$ cat config.mk
export PLATFORM = sky130hd
export DESIGN_NAME = usb_in_tx
export DESIGN_NICKNAME = d
export VERILOG_FILES = /design/src/rtl/usb_in_tx_pkg.sv /design/src/rtl/usb_crc16_tx.sv /design/src/rtl/usb_in_tx.sv
export SDC_FILE = /design/constraint.sdc
export NUM_CORES = 1
export LEC_CHECK = 0
export ABC_AREA = 0
export CORE_UTILIZATION = 57
export DETAILED_ROUTE_END_ITERATION = 10
export PLACE_DENSITY = 0.85
export REMOVE_ABC_BUFFERS = 1
export SKIP_LAST_GASP = 1
export SLEW_MARGIN = 15
export SYNTH_ARGS = -nofsm -noshare
export SYNTH_HDL_FRONTEND = slang
export SYNTH_HIERARCHICAL = 1
export SYNTH_SLANG_ARGS = --single-unit
export TNS_END_PERCENT = 100
$ cat constraint.sdc
create_clock -name clk -period 3.65 [get_ports clk]
set_input_delay 0.73 -clock clk [delete_from_list [all_inputs] [get_ports clk]]
set_output_delay 0.73 -clock clk [all_outputs]
set_load 0.05 [all_outputs]
$ cat src/rtl/usb_in_tx_pkg.sv
// rtl/usb_in_tx_pkg.sv - shared PIDs, handshake bytes, CRC16 constants and FSM states for usb_in_tx
package usb_in_tx_pkg;

   typedef enum logic [3:0] {
      PID_ACK   = 4'h2,
      PID_DATA0 = 4'h3,
      PID_NAK   = 4'hA,
      PID_DATA1 = 4'hB
   } pid_e;

   localparam logic [7:0]  HS_ACK     = 8'hD2;
   localparam logic [7:0]  HS_NAK     = 8'h5A;

   localparam logic [15:0] CRC16_POLY = 16'hA001;
   localparam logic [15:0] CRC16_INIT = 16'hFFFF;

   typedef enum logic [2:0] {
      ST_IDLE,
      ST_SEND_PID,
      ST_SEND_DATA,
      ST_SEND_CRC_LO,
      ST_SEND_CRC_HI,
      ST_WAIT_ACK
   } state_e;

   // A PID goes on the wire as its 4-bit code with the one's complement in the upper nibble
   function automatic logic [7:0] pid_byte(input logic [3:0] pid);
      return {~pid, pid};
   endfunction

endpackage

$ cat src/rtl/usb_crc16_tx.sv
// rtl/usb_crc16_tx.sv - byte-wide CRC16 accumulator, reflected polynomial, LSB first
module usb_crc16_tx (
   input  logic        clk,
   input  logic        reset,
   input  logic        init,
   input  logic        enable,
   input  logic [7:0]  data,
   output logic [15:0] crc
);
   import usb_in_tx_pkg::*;

   logic [15:0] crc_next;

   // Fold one byte into the running remainder, least-significant bit first
   always_comb begin
      crc_next = crc ^ {8'h00, data};
      for (int i = 0; i < 8; i++) begin
         crc_next = crc_next[0] ? ((crc_next >> 1) ^ CRC16_POLY) : (crc_next >> 1);
      end
   end

   // Hold the remainder; init restarts it for a new packet
   always_ff @(posedge clk) begin
      if (reset || init) begin
         crc <= CRC16_INIT;
      end else if (enable) begin
         crc <= crc_next;
      end
   end

endmodule

$ cat src/rtl/usb_in_tx.sv
// rtl/usb_in_tx.sv - IN-transaction DATA packet transmitter; USB_IN_NAK_EN makes empty endpoints answer NAK
module usb_in_tx #(
   parameter int num_endpi   = 1,
   parameter int max_len     = 8,
   parameter int ack_timeout = 288
) (
   input  logic                   clk,
   input  logic                   reset,
   input  logic                   in_req,
   input  logic [3:0]             in_endp,
   input  logic [num_endpi-1:0]   setup_rcvd,
   input  logic [num_endpi*8-1:0] ep_data,
   input  logic [num_endpi-1:0]   ep_valid,
   input  logic [num_endpi-1:0]   ep_last,
   output logic [num_endpi-1:0]   ep_ready,
   output logic [7:0]             tx_data,
   output logic                   tx_valid,
   input  logic                   tx_ready,
   input  logic                   rx_valid,
   input  logic [7:0]             rx_data,
   output logic                   busy
);
   import usb_in_tx_pkg::*;

   localparam int CW = $clog2(max_len + 1);
   localparam int TW = $clog2(ack_timeout + 1);
   localparam logic [CW-1:0] LEN_LAST = CW'(max_len - 1);
   localparam logic [TW-1:0] TMO_LAST = TW'(ack_timeout - 1);
   localparam logic [4:0]    NUM_EP   = 5'(num_endpi);

   state_e                 state;
   logic [3:0]             ep_sel;
   logic                   pid_tgl;
   logic                   nak_mode;
   logic                   data_first;
   logic [CW-1:0]          byte_cnt;
   logic [TW-1:0]          tmo_cnt;
   logic [num_endpi-1:0]   toggle;

   logic [7:0]             cur_data;
   logic                   cur_valid;
   logic                   cur_last;
   logic                   req_tgl;
   logic                   crc_init;
   logic                   crc_en;
   logic [15:0]            crc;

   // Select the byte stream of the endpoint being served
   always_comb begin
      cur_data  = 8'h00;
      cur_valid = 1'b0;
      cur_last  = 1'b0;
      for (int i = 0; i < num_endpi; i++) begin
         if (ep_sel == 4'(i)) begin
            cur_data  = ep_data[i*8 +: 8];
            cur_valid = ep_valid[i];
            cur_last  = ep_last[i];
         end
      end
   end

   // Look up the data toggle of the endpoint named by the incoming token
   always_comb begin
      req_tgl = 1'b0;
      for (int i = 0; i < num_endpi; i++) begin
         if (in_endp == 4'(i)) begin
            req_tgl = toggle[i];
         end
      end
   end

`ifdef USB_IN_NAK_EN
   logic req_valid;

   // An endpoint with nothing queued at token time is answered with NAK
   always_comb begin
      req_valid = 1'b0;
      for (int i = 0; i < num_endpi; i++) begin
         if (in_endp == 4'(i)) begin
            req_valid = ep_valid[i];
         end
      end
   end
`endif

   // Transmit byte for the current state; payload passes straight through from the endpoint
   always_comb begin
      tx_data  = 8'h00;
      tx_valid = 1'b0;
      case (state)
         ST_SEND_PID: begin
            tx_valid = 1'b1;
            tx_data  = nak_mode ? HS_NAK : pid_byte(pid_tgl ? PID_DATA1 : PID_DATA0);
         end
         ST_SEND_DATA: begin
            tx_valid = cur_valid;
            tx_data  = cur_data;
         end
         ST_SEND_CRC_LO: begin
            tx_valid = 1'b1;
            tx_data  = ~crc[7:0];
         end
         ST_SEND_CRC_HI: begin
            tx_valid = 1'b1;
            tx_data  = ~crc[15:8];
         end
         default: begin
            tx_valid = 1'b0;
            tx_data  = 8'h00;
         end
      endcase
   end

   // Consume a payload byte only when the transceiver takes it
   always_comb begin
      ep_ready = '0;
      for (int i = 0; i < num_endpi; i++) begin
         if (state == ST_SEND_DATA && ep_sel == 4'(i)) begin
            ep_ready[i] = ep_valid[i] & tx_ready;
         end
      end
   end

   assign busy     = (state != ST_IDLE);
   assign crc_init = (state == ST_IDLE);
   assign crc_en   = (state == ST_SEND_DATA) && cur_valid && tx_ready;

   usb_crc16_tx u_crc (
      .clk    (clk),
      .reset  (reset),
      .init   (crc_init),
      .enable (crc_en),
      .data   (cur_data),
      .crc    (crc)
   );

   // Packet sequencing, payload length, handshake timeout and per-endpoint data toggles
   always_ff @(posedge clk) begin
      if (reset) begin
         state      <= ST_IDLE;
         ep_sel     <= 4'd0;
         pid_tgl    <= 1'b0;
         nak_mode   <= 1'b0;
         data_first <= 1'b0;
         byte_cnt   <= '0;
         tmo_cnt    <= '0;
         toggle     <= '0;
      end else begin
         case (state)
            ST_IDLE: begin
               if (in_req && ({1'b0, in_endp} < NUM_EP)) begin
                  ep_sel   <= in_endp;
                  pid_tgl  <= req_tgl;
                  byte_cnt <= '0;
`ifdef USB_IN_NAK_EN
                  nak_mode <= ~req_valid;
`else
                  nak_mode <= 1'b0;
`endif
                  state    <= ST_SEND_PID;
               end
            end
            ST_SEND_PID: begin
               if (tx_ready) begin
                  if (nak_mode) begin
                     state <= ST_IDLE;
                  end else begin
                     data_first <= 1'b1;
                     state      <= ST_SEND_DATA;
                  end
               end
            end
            ST_SEND_DATA: begin
               data_first <= 1'b0;
               if (cur_valid && tx_ready) begin
                  byte_cnt <= byte_cnt + 1'b1;
                  if (cur_last || byte_cnt == LEN_LAST) begin
                     state <= ST_SEND_CRC_LO;
                  end
               end else if (data_first && !cur_valid) begin
                  // nothing queued when the payload phase opens: zero-length packet
                  state <= ST_SEND_CRC_LO;
               end
            end
            ST_SEND_CRC_LO: begin
               if (tx_ready) begin
                  state <= ST_SEND_CRC_HI;
               end
            end
            ST_SEND_CRC_HI: begin
               if (tx_ready) begin
                  tmo_cnt <= '0;
                  state   <= ST_WAIT_ACK;
               end
            end
            ST_WAIT_ACK: begin
               if (rx_valid) begin
                  if (rx_data == HS_ACK) begin
                     for (int i = 0; i < num_endpi; i++) begin
                        if (ep_sel == 4'(i)) begin
                           toggle[i] <= ~toggle[i];
                        end
                     end
                  end
                  state <= ST_IDLE;
               end else if (tmo_cnt == TMO_LAST) begin
                  state <= ST_IDLE;
               end else begin
                  tmo_cnt <= tmo_cnt + 1'b1;
               end
            end
            default: begin
               state <= ST_IDLE;
            end
         endcase

         // SETUP forces DATA1 and wins over an ACK toggle in the same cycle
         for (int i = 0; i < num_endpi; i++) begin
            if (setup_rcvd[i]) begin
               toggle[i] <= 1'b1;
            end
         end
      end
   end

endmodule

Word level (Yosys, flattened, before mapping)

Cells that the tools add are included.
Widths: inputs -> output; s select.

Flip-flop bits (word level): 39
Bits of input ports: 28
Logic and storage cells: 110

Add/subtract/negate cells: 2
Magnitude comparators: 1
Equal/unequal tests: 18
Multiplexer cells: 40
Bitwise logic cells: 14
Reductions and logical operators: 27

Operators by type and width:

| cell                | count |
|---|---|
| $mux 16             | 8 |
| $pmux 8 s4          | 1 |
| $mux 3              | 9 |
| $mux 9              | 3 |
| $not 2->3           | 8 |
| $pmux 3 s6          | 1 |
| $pmux 9 s2          | 1 |
| $not 8->8           | 2 |
| $xor 16x8->16       | 1 |
| $reduce_bool 2->1   | 7 |
| $mux 4              | 3 |
| $ne 2x2->1 const B  | 6 |
| $mux 1              | 10 |
| $add 9x1->9 const B | 1 |
| $eq 9x9->1 const B  | 1 |
| $eq 8x8->1 const B  | 1 |
| $logic_not 4->1     | 2 |
| $mux 8              | 1 |
| $pmux 4 s2          | 1 |
| $reduce_and 4->1    | 2 |
| $reduce_and 7->1    | 1 |
| $eq 3x2->1 const B  | 2 |
| $eq 3x3->1 const B  | 2 |
| $logic_and 1x1->1   | 6 |
| other kinds (19)    | 22 |

Logic depth before layout (Yosys ltp)

Word-level depth: 19
Depth in mapped cells: 9
Gate-level depth less buffers: 7

Hierarchy

The synthesis kept the hierarchy.

Modules (own cells, without submodules):

| module       | times used | cells each | area an instance (um^2) | seq. area each (um^2) |
|---|---|---|---|---|
| usb_in_tx    | 1          | 191        | 1493.9                  | 460.4 |
| usb_crc16_tx | 1          | 91         | 830.8                   | 320.3 |

Worst setup path after synthesis

Ideal clock, no wire load.

Path kind: flip-flop to output port
From: reg ep_sel[2]
To: out tx_data[2]
Arrival: 1889 ps
Slack: 1031 ps
Stages on the path, launching flop included: 6
Buffers on the path: 1
Cell sequence: dfxtp_1 -> nor4_1 -> clkbuf_1 -> and2_1 -> mux2i_1 -> o22ai_1

Word-level cells in the longest chain between the ends: 3

Ends and longest elaborated chain:

| what                   | RTL line         | RTL |
|---|---|---|
| start, declared        | usb_in_tx.sv:32  | `logic [3:0] ep_sel;` |
| start signal, assigned | usb_in_tx.sv:152 | `ep_sel <= in_endp;` |
| $logic_not 4->1        | usb_in_tx.sv:54  | `if (ep_sel == 4'(i)) begin` |
| $mux 8                 | usb_in_tx.sv:54  |  |
| via cur_data[2]        | usb_in_tx.sv:40  | `logic [7:0] cur_data;` |
| $pmux 8 s4             | usb_in_tx.sv:90  | `case (state)` |
| end, declared          | usb_in_tx.sv:16  | `output logic [7:0] tx_data,` |

The timed path passes the listed nets, and every way through them passes these cells.

Final worst setup path

From: reg state[0]
To: out busy

Word-level cells in the longest chain between the ends: 1

Ends and longest elaborated chain:

| what                   | RTL line         | RTL |
|---|---|---|
| start, declared        | usb_in_tx.sv:31  | `state_e state;` |
| start signal, assigned | usb_in_tx.sv:140 | `state <= ST_IDLE;` |
| start signal, assigned | usb_in_tx.sv:160 | `state <= ST_SEND_PID;` |
| start signal, assigned | usb_in_tx.sv:166 | `state <= ST_IDLE;` |
| $reduce_bool 3->1      | usb_in_tx.sv:124 | `assign busy = (state != ST_IDLE);` |
| end, declared          | usb_in_tx.sv:21  | `output logic busy` |

No other way between the ends.

==> flow_metrics.env <==
export IMPL_place_gp_congestion=0.931
export IMPL_synth_xor_xnor_area_share_pct=12.0
export IMPL_clock_skew_ps=4.98
export IMPL_grt_max_degree=18
export IMPL_clk_pin_slew_ps=70
export IMPL_critPathSlowestCell="clkdlybuf4s50_1"
export IMPL_hold_depth=1
export IMPL_antenna_cells_inserted=0
export IMPL_place_hpwl_mm=3.73
export IMPL_worst_pin_slew_ps=653
export IMPL_synth_fa_ha_area_share_pct=1.08
export IMPL_max_clock_freq_ghz=0.354
export IMPL_place_inst=356
export IMPL_critical_path_class="flip-flop to output port"
export IMPL_timing_reg2reg_setup_slack_ps=1220
export IMPL_cts_sinks=39
export IMPL_boundaryPins=39
export IMPL_cp_end_kind="output port"
export IMPL_vias=2018
export IMPL_synth_compound_area_share_pct=16.0
export IMPL_postCtsHoldBufs=0
export IMPL_fin_total_pwr_mw=1.52
export IMPL_post_route_period_util_pct=77.4
export IMPL_ir_drop_uv=385
export IMPL_finalNonFillerCells=362
export IMPL_slew_viol_final=0
export IMPL_synth_async_sr_flop_share_pct=0
export IMPL_fp_dieH_um=65.9
export IMPL_grt_usage_pct=25.6
export IMPL_p_leak_nw=1.05
export IMPL_synth_cells=282
export IMPL_drc=0
export IMPL_r2r_cells=8
export IMPL_synth_edf_count=0
export IMPL_hold_class="flip-flop to flip-flop"
export IMPL_synthTopCellsByArea="dfxtp_1, xnor2_1, mux2i_1"
export IMPL_area_growth_pct=18.9
export IMPL_cap_violations=0
export IMPL_worstSetupStartpointType="flip-flop"
export IMPL_die_w_um=65.9
export IMPL_min_period_ps=2820
export IMPL_syn_area_per_cell_sq_um=8.24
export IMPL_antenna_found_initial=0
export IMPL_maxSlewHeadroom_pct=56.2
export IMPL_rsz0062_at_grt="false"
export IMPL_root_buffer="clkbuf_8"
export IMPL_synth_top_family_by_area="simple AND/OR/NAND/NOR gates"
export IMPL_status="complete, no violations"
export IMPL_core_sq_mm=0.00380
export IMPL_r2r_end="u_crc/crc[15]"
export IMPL_synth_cell_type_count=50
export IMPL_setup_viol=0
export IMPL_routed_wl_mm=5.03
export IMPL_critPathTopFamily="buffers and inverters"
export IMPL_vias_per_cell=5.57
export IMPL_nets=345
export IMPL_hold_viol_final=0
export IMPL_crit_path_max_incr_delay_ps=810
export IMPL_worstPathArrival_ps=2090
export IMPL_fp_dieArea_sq_mm=0.00434
export IMPL_h_tree_depth=2
export IMPL_initial_core_util_pct=61.2
export IMPL_synth_top_cell_area_share_pct=33.6
export IMPL_grt_overflow_total=0
export IMPL_synth_simple_area_share_pct=25.5
export IMPL_tns_ps=0
export IMPL_synth_seq_cells=39
export IMPL_min_to="ep_sel[3]"
export IMPL_post_cts_buffers=0
export IMPL_stdcell_area_sq_mm=0.00276
export IMPL_clock_latency_ps=290
export IMPL_crit_fanout=14
export IMPL_critical_path_required_ps=2920
export IMPL_wl_per_cell_um=13.9
export IMPL_rows=22
export IMPL_path_buf_inv=1
export IMPL_drive_gt1_share_pct=10.2
export IMPL_path_cells="nor2_1 -> nand2_1 -> clkdlybuf4s50_1"
export IMPL_drt_iter0_drc=117
export IMPL_cts_buffer_depth=2
export IMPL_r2r_start="ep_sel[2]"
export IMPL_ys_flop_type="dfxtp_1"
export IMPL_grt_pass1_wl_mm=8.41
export IMPL_muxShareOfSynthArea_pct=5.60
export IMPL_dpl_cell_area_sq_mm=0.00269
export IMPL_cts_buffers=5
export IMPL_synth_area_leader_cell="dfxtp_1"
export IMPL_cts_tree="yes"
export IMPL_cts_resized=0
export IMPL_yosysWarnings=6
export IMPL_antenna_left=0
export IMPL_firstDrtPassIters=4
export IMPL_min_delay_start="ep_sel[3]"
export IMPL_io_buffers=38
export IMPL_final_core_util_pct=72.8
export IMPL_grt_pass1_vias=1801
export IMPL_synth_area_sq_mm=0.00232
export IMPL_synth_seq_area_share_pct=33.6
export IMPL_power_density_mw_per_mm2=550
-- sequential cells by signal (all words and copies together), names as in the netlist --
register    cells
data_first      1
tmo_cnt         9
toggle          1
u_crc/crc      16
pid_tgl         1
ep_sel          4
byte_cnt        4
state           3
-- worst max path at each step --
stage,startpoint,endpoint,slack (ps),depth (start not counted)
floorplan,ep_sel[2],tx_data[2],760,4
global placement,ep_data[2],u_crc/crc[14],940,7
CTS,state[0],busy,850,3
detailed placement,ep_data[5],u_crc/crc[15],880,7
finish,state[0],busy,830,3
global route,state[0],busy,750,3
-- kinds of logic after synthesis --
group / Yosys count
fa+ha+maj: 2
mux: 13
simple gates: 118
xor+xnor: 30
compound gates: 50
flops: 39
buf+inv: 30
-- area by class of cell --
cell class	count	area [sq um]
Multi-Input combinational cell	213	1400
Fill cell	306	1030
Sequential cell	39	781
Timing Repair Buffer	42	398
Clock buffer	6	72.6
Tap cell	48	60.1
Inverter	14	52.6
-- cells in the final DEF (no fill, tap or decap), drive strengths merged, types with 4 or more instances in the layout --
cell type,netlist,routed
dfxtp,39,39
nand2,32,32
clkdlybuf4s50,1,28
nor2,28,28
xnor2,19,19
o21ai,19,19
and2,14,14
buf,9,14
inv,14,14
mux2i,13,13
nand3,12,12
a21oi,10,10
xor2,10,10
nor2b,6,6
nand4,6,6
clkbuf,6,6
o22ai,5,5
nor3,4,4
-- synth_stat cells, drive strengths merged (2+ instances only) --
master	count
nor2b	6
nor4	2
a221oi	2
xnor2	19
nand3	12
nand4	6
a21oi	10
ha	2
nand2b	3
nor3	4
o21ai	19
nor2	28
mux2i	13
and2	14
a2111oi	2
buf	9
inv	14
a21boi	2
and3	2
clkbuf	6
xor2	10
dfxtp	39
nand2	32
a211o	2
o22ai	5
-- layer usage --
layer	up-vias	GRT usage (%)	share of wire, %
li1	1031	-	-
met1	917	34.5	48
met2	62	40.2	46
met3	8	4.31	4.7
met4	0	10.6	1.5
met5	-	0	0
-- through the flow --
stage               hold WS, ps  worst slack [ps]
floorplan                   454               760
global placement            468               942
detailed placement          481               883
CTS                         496               853
global route                514               750
finish                      494               825
-- power by group --
part	switching, mW	internal (mW)
Sequential	0.0545	0.445
Combinational	0.478	0.276
Clock	0.139	0.127
Note: power is estimated with default switching activity, not from simulation.
